**src/rtl/seq_timing_decoder.sv**
```systemverilog
`default_nettype none
// ============================================================================
//  Module      : seq_timing_decoder
//  Description : Sequence counter feeding an N-to-2^N one-hot decoder that
//                produces the T0..Tn timing signals for the bus control unit.
//  Revision    : 1.0 - initial release
// ============================================================================
module seq_timing_decoder #(
    parameter int SEL_WIDTH  = 4,
    parameter int LAST_STATE = 2**SEL_WIDTH - 1,
    parameter int ONE_SHOT   = 0
) (
    input  logic                      clk,
    input  logic                      rst,
    input  logic                      inr,
    input  logic                      clr,
    input  logic                      ld,
    input  logic [SEL_WIDTH-1:0]      ld_val,
    input  logic                      out_en,
    output logic [SEL_WIDTH-1:0]      count,
    output logic [(2**SEL_WIDTH)-1:0] t_out,
    output logic                      last,
    output logic                      wrap,
    output logic                      halted,
    output logic                      ld_err
);

    localparam int OUT_WIDTH = 2**SEL_WIDTH;
    localparam logic [SEL_WIDTH-1:0] c_last = SEL_WIDTH'(LAST_STATE);
    localparam logic [SEL_WIDTH-1:0] c_one  = SEL_WIDTH'(1);

    logic [SEL_WIDTH-1:0] r_count;
    logic                 r_wrap;
    logic                 r_halted;
    logic                 r_ld_err;

    logic                 w_at_last;
    logic                 w_ld_ok;

    assign w_at_last = (r_count == c_last);
    assign w_ld_ok   = (ld_val <= c_last);

    // Priority: rst > clr > ld > inr; pulse outputs default low each cycle.
    always_ff @(posedge clk) begin
        if (rst) begin
            r_count  <= '0;
            r_wrap   <= 1'b0;
            r_halted <= 1'b0;
            r_ld_err <= 1'b0;
        end else begin
            r_wrap   <= 1'b0;
            r_ld_err <= 1'b0;
            if (clr) begin
                r_count  <= '0;
                r_halted <= 1'b0;
            end else if (ld) begin
                if (w_ld_ok) begin
                    r_count  <= ld_val;
                    r_halted <= 1'b0;
                end else begin
                    r_ld_err <= 1'b1;
                end
            end else if (inr) begin
                if (!w_at_last) begin
                    r_count <= r_count + c_one;
                end else if (ONE_SHOT == 0) begin
                    r_count <= '0;
                    r_wrap  <= 1'b1;
                end else begin
                    r_halted <= 1'b1;
                end
            end
        end
    end

    // Bits beyond the wrap point are tied low so they can never assert.
    for (genvar k = 0; k < OUT_WIDTH; k++) begin : g_dec
        if (k <= LAST_STATE) begin : g_live
            assign t_out[k] = out_en && (r_count == SEL_WIDTH'(k));
        end else begin : g_dead
            assign t_out[k] = 1'b0;
        end
    end

    assign count  = r_count;
    assign last   = w_at_last;
    assign wrap   = r_wrap;
    assign halted = r_halted;
    assign ld_err = r_ld_err;

endmodule
`default_nettype wire

```
**config.mk**
```make
export PLATFORM = sky130hd
export DESIGN_NAME = seq_timing_decoder
export DESIGN_NICKNAME = d
export VERILOG_FILES = /design/src/rtl/seq_timing_decoder.sv
export SDC_FILE = /design/constraint.sdc
export NUM_CORES = 1
export LEC_CHECK = 0
export CORE_MARGIN = 1
export CORE_UTILIZATION = 33
export DETAILED_ROUTE_END_ITERATION = 10
export GPL_ROUTABILITY_DRIVEN = 0
export HOLD_SLACK_MARGIN = 0.06
export PLACE_DENSITY = 0.81
export SYNTH_ARGS = -nofsm -noshare
export SYNTH_HDL_FRONTEND = slang
export SYNTH_SLANG_ARGS = --single-unit
```
**constraint.sdc**
```tcl
create_clock -name clk -period 1.35 [get_ports clk]
set_input_delay 0.3375 -clock clk [delete_from_list [all_inputs] [get_ports clk]]
set_output_delay 0.3375 -clock clk [all_outputs]
set_load 0.01 [all_outputs]
```
-- Word-level counts from Yosys, hierarchy flattened
Cells that the tools add are included.
- flip-flop bits (word level): 6
- latch bits: 0
- RAM bits: 0
- memory bits (read-only): 0
- input port bits: 10
- logic and storage cells: 51
- memories kept: 0
- add/sub/neg operators: 1
- $mul: 0
- div/mod/pow operators: 0
- magnitude comparators: 1
- equality and inequality tests: 16
- shift operators: 0
- mux-type cells: 6
- bitwise operators: 2
- reduce and logical (&&, ||, !) cells: 22
- operator list (cell ; count):
    $eq A4 B4 Y1 const B ; 8
    $eq A4 B3 Y1 const B ; 4
    $logic_and A1 B1 Y1 ; 16
    $mux W4 ; 4
    $eq A4 B2 Y1 const B ; 2
    $add A4 B1 Y4 const B ; 1
    $eq A4 B1 Y1 const B ; 1
    $le A4 B4 Y1 const B ; 1
    $logic_not A4 Y1 ; 1
    $reduce_or A4 Y1 ; 1
    $reduce_or A3 Y1 ; 1
    $mux W1 ; 2
    $ne A2 B1 Y1 const B ; 1
    $not A1 Y1 ; 2
    $reduce_and A2 Y1 ; 1
    $reduce_bool A2 Y1 ; 1
    $reduce_or A2 Y1 ; 1

-- Depth between registers and ports, before layout
- word-level depth: 4
- depth in mapped cells: 5

-- Least setup slack after synthesis
OpenSTA, ideal clock, no wires.
- kind: reg-to-output
- from: reg r_count[0], in the netlist count[0]
- to: out t_out[3]
- arrival: 1006 ps
- path slack: 6 ps
- cell stages (with the launch flop): 4
- buffers on the path: 0
- cells stage by stage: dfxtp_1 > ha_1 > nand2_1 > nor3_1
- longest elaborated chain between the ends: 2
- ends and longest elaborated chain (element ; line ; source):
    start, declared ; 32 ; logic [SEL_WIDTH-1:0] r_count;
    start signal, assigned ; 58 ; r_count <= ld_val;
    start signal, assigned ; 65 ; r_count <= r_count + c_one;
    $eq A4 B2 Y1 ; 79 ; assign t_out[k] = out_en && (r_count == SEL_WIDTH'(k));
    $logic_and A1 B1 Y1 ; 79 ;
    end, declared ; 21 ; output logic [(2**SEL_WIDTH)-1:0] t_out,
Every way passes these cells.

-- Worst setup path in the final report
- from: reg r_count[1], in the netlist count[1]
- to: out t_out[1]
- longest elaborated chain between the ends: 2
- ends and longest elaborated chain (element ; line):
    $eq A4 B1 Y1 ; 79
    $logic_and A1 B1 Y1 ; 79
Every way passes these cells.

==> insert_results.sql <==
INSERT INTO impl_metrics (metric_group, metric, value, unit) VALUES
('critical_path', 'crit_path_max_fanout', '6', ''),
('finish', 'n_antenna_cell', '0', ''),
('clock_network', 'clkTransAtPathRegs', '50', 'ps'),
('floorplan', 'number_of_primary_i_o_pins', '34', ''),
('grt', 'globalRouteOverflowTotal', '0', ''),
('sta', 'setup_violations', '17', ''),
('grt', 'busiest_layer', 'met2', ''),
('power', 'worst_ir_drop_vdd', '389.8', 'uV'),
('grt', 'gr-usage-met3', '3.409', '%'),
('clock_network', 'postCtsHoldBufs', '0', ''),
('synth', 'count_of_mapped_cells_out_of_synthesis', '64', ''),
('routing', 'route.final.wire_length', '1.613', 'mm'),
('grt', 'initial_antenna_violation_count', '0', ''),
('grt', 'gr-usage-all-layers', '21.99', '%'),
('status', 'outcome', 'finished, violations left', ''),
('synth', 'ys_warnings', '0', ''),
('clock_network', 'cts_max_path_bufs', '2', ''),
('synth', 'post_synth_main_area_contributors', 'dfxtp_1 (21%), ha_1 (13%), nor2_1 (11%), buf_4 (6.3%), nand2_1 (5.6%)', ''),
('clock_network', 'cts.htree.levels', '1', ''),
('hold_path', 'hold_class', 'in2reg', ''),
('sta', 'clock.fmax', '639.1', 'MHz'),
('clock_network', 'insertion_delay', '240', 'ps'),
('clock_network', 'cts_sinks', '5', ''),
('critical_path', 'crit_required', '1010', 'ps'),
('sta', 'post-route-period-util', '115.9', '%'),
('clock_network', 'cts_root_buf', 'clkbuf_4', ''),
('clock_network', 'cts_tree', 'done', ''),
('synth', 'syn-cell-area', '473.0', 'sq um'),
('job', 'cap_viol_max_count', '0', ''),
('routing', 'route.detailed.vias_per_inst', '4.935', ''),
('finish', 'area.growth.synth_to_final', '96.30', '%'),
('routing', 'avgRoutedWirePerCell', '13.01', 'microns'),
('synth', 'synth_cell_type_count', '25', ''),
('sta', 'min_tclk_post_route', '1565', 'ps'),
('finish', 'drive_above_1_share', '57.80', '%'),
('routing', 'detail_route.drc_violations', '0', ''),
('routing', 'drt.antenna.violating_nets', '0', ''),
('status', 'violations', 'negative setup slack', ''),
('sta', 'grt_setup_unrepaired', 'yes', ''),
('placement', 'place.detailed.instances', '116', ''),
('synth', 'ys_seq_elements', '5', ''),
('routing', 'drtPass1Iterations', '4', ''),
('sta', 'slew_violations', '0', ''),
('routing', 'route.vias.total', '612', ''),
('floorplan', 'rows', '13', ''),
('critical_path', 'worstSetupEndpointType', 'primary output', ''),
('sta', 'final.setup_skew', '1.488', 'ps'),
('finish', 'finalCoreUtilization', '70.47', '%'),
('floorplan', 'fp.dieH', '39.86', 'microns'),
('critical_path', 'rr_startpoint', 'count[0]', ''),
('grt', 'grtUsageMet2', '40.98', '%'),
('sta', 'setup_tns', '-2611', 'ps'),
('floorplan', 'design.die.area', '0.001588', 'sq mm'),
('grt', 'grt_first_pass_wirelength', '2.290', 'mm'),
('finish', 'final-instance-count-excl-fill', '124', ''),
('hold_path', 'min-delay-start', 'inr', ''),
('critical_path', 'rr_endpoint', 'count[1]', ''),
('hold_path', 'min_path_cells', '4', ''),
('power', 'pwr_density_cell', '521.6', 'mW/mm^2'),
('critical_path', 'arrival', '1230', 'ps'),
('hold_path', 'worst_case_hold_path_end_point', 'count[0]', ''),
('synth', 'post-synth-top-area-fraction', '21.16', '%'),
('floorplan', 'dieWidth', '39.86', 'microns'),
('routing', 'drt_iter0_drc', '12', ''),
('sta', 'hold_viol', '0', ''),
('critical_path', 'regToRegSetupSlack', '160', 'ps'),
('synth', 'ys_seq_area_share', '21.16', '%'),
('power', 'total_power', '0.4843', 'mW'),
('finish', 'final_net_count', '125', ''),
('grt', 'grt_pass1_vias', '511', ''),
('grt', 'grt_max_degree', '10', ''),
('critical_path', 'type_of_the_worst_setup_path', 'reg2out', ''),
('synth', 'average_size_of_a_mapped_cell', '7.390', 'sq um'),
('placement', 'port_buffers', '31', ''),
('finish', 'num-fill-cells', '99', ''),
('clock_network', 'cts_made_buffers', '3', ''),
('floorplan', 'core_region_area', '0.001318', 'sq mm'),
('sta', 'timing.final.ws_setup', '-214.7', 'ps'),
('synth', 'yosys.area.top_type', 'dfxtp_1', ''),
('placement', 'post-dp-hpwl', '1.018', 'mm'),
('floorplan', 'initial_core_util', '35.90', '%'),
('grt', 'grtUsageMet1', '25.42', '%'),
('critical_path', 'r2r.worst_path.cells', '5', ''),
('critical_path', 'worst_setup_path_start_kind', 'flop', ''),
('power', 'power.leakage', '0.4520', 'nW');
[cell families after synthesis]
| family | share of synthesized area, % |
|---|---|
| AOI/OAI and AO/OA | 10.85 |
| adders and majority gates | 13.23 |
| buffers and inverters | 10.32 |
| muxes | 2.116 |
| and+or+nand+nor | 37.83 |
| xor gates and xnor gates | 3.704 |
| DFF | 21.16 |
| other | 0.7929 |
[Yosys cell counts, drive strengths merged]
library cell and count:
nor3 4, nor2b 1, nor3b 1, nor2 14, o211a 1, xor2 1
and2 1, inv 2, xnor2 1, mux2i 1, conb 1, ha 5
dfxtp 5, a22oi 1, a21oi 1, a21boi 1, buf 5, and3 2
or2b 1, nand2b 2, o21ai 1, o32ai 1, nand2 7, nand3 4
[per-layer routing]
layer / wire, microns / share of wire [%] / up-vias
met2: 907 / 56 / 18
met4: 0 / 0 / 0
met5: 0 / 0 / -
li1: - / - / 297
met3: 43 / 2.7 / 0
met1: 662 / 41 / 297
[cell type report]
type | count | area (sq um) | share of cell area [%]
timing repair buffer | 45 | 327.8 | 35.31
tap | 15 | 18.77 | 2.022
clock buffer | 4 | 26.28 | 2.830
sequential | 5 | 115.1 | 12.40
multi-input combinational | 53 | 427.9 | 46.09
inverter | 2 | 12.51 | 1.348
[worst max-delay path by stage]
stage                        start   endpoint  slack (ps)  cells after the start
after CTS                 count[1]  t_out[11]        -230                      4
after global placement      out_en   t_out[2]        -690                      4
final                     count[1]   t_out[1]        -210                      5
after global routing      count[1]   t_out[1]        -280                      5
after detailed placement    out_en   t_out[2]        -730                      4
after floorplan           count[0]   t_out[3]           6                      3
[power by group]
| group | total (mW) | internal (mW) | switching, mW |
|---|---|---|---|
| sequential | 0.160 | 0.148 | 0.0113 |
| combinational | 0.142 | 0.0758 | 0.0666 |
| clock | 0.182 | 0.112 | 0.0699 |
[sequential cells by signal, indices dropped and copies added (netlist names)]
name	flops
wrap	1
count	4
[placed cells by master (no fill, tap or decap), drive strengths merged]
cell type,Yosys,routed
buf,5,31
nor2,14,14
clkdlybuf4s50,0,7
nand2,7,7
clkbuf,0,6
dfxtp,5,5
ha,5,5
nor3,4,4
nand3,4,4
clkdlybuf4s15,0,3
inv,2,2
nand2b,2,2
conb,1,2
and3,2,2
mux2i,1,1
o21ai,1,1
and2,1,1
nor3b,1,1
a21oi,1,1
xor2,1,1
nor2b,1,1
o32ai,1,1
a22oi,1,1
a21boi,1,1
xnor2,1,1
or2b,1,1
o211a,1,1
dlymetal6s2s,0,1
dlygate4sd2,0,1
[critical path, cell delays in order, from the launching register on]
cell and delay (ps):
dfxtp_4 380, inv_4 80, ha_4 140, nand2_4 60, nor3_2 180, buf_2 150
[through the flow]
stage	hold slack, ps	cell area (sq um)	worst slack (ps)
after floorplan	453.8	476.7	6.368
after global placement	683.9	839.6	-686.5
after detailed placement	696.0	839.6	-728.9
after CTS	691.1	867.1	-225.8
after global routing	670.1	928.4	-279.0
final	626.9	928.4	-214.7
[repair_timing]
action | CTS | global route
setup endpoints to repair | 22 | 21
endpoints found under the hold margin | 0 | 0
resized for setup | 94 | 26
pin swaps | 5 | 8
buffers inserted | 2 | 2
No activity file was read; power rests on OpenSTA's default activity.
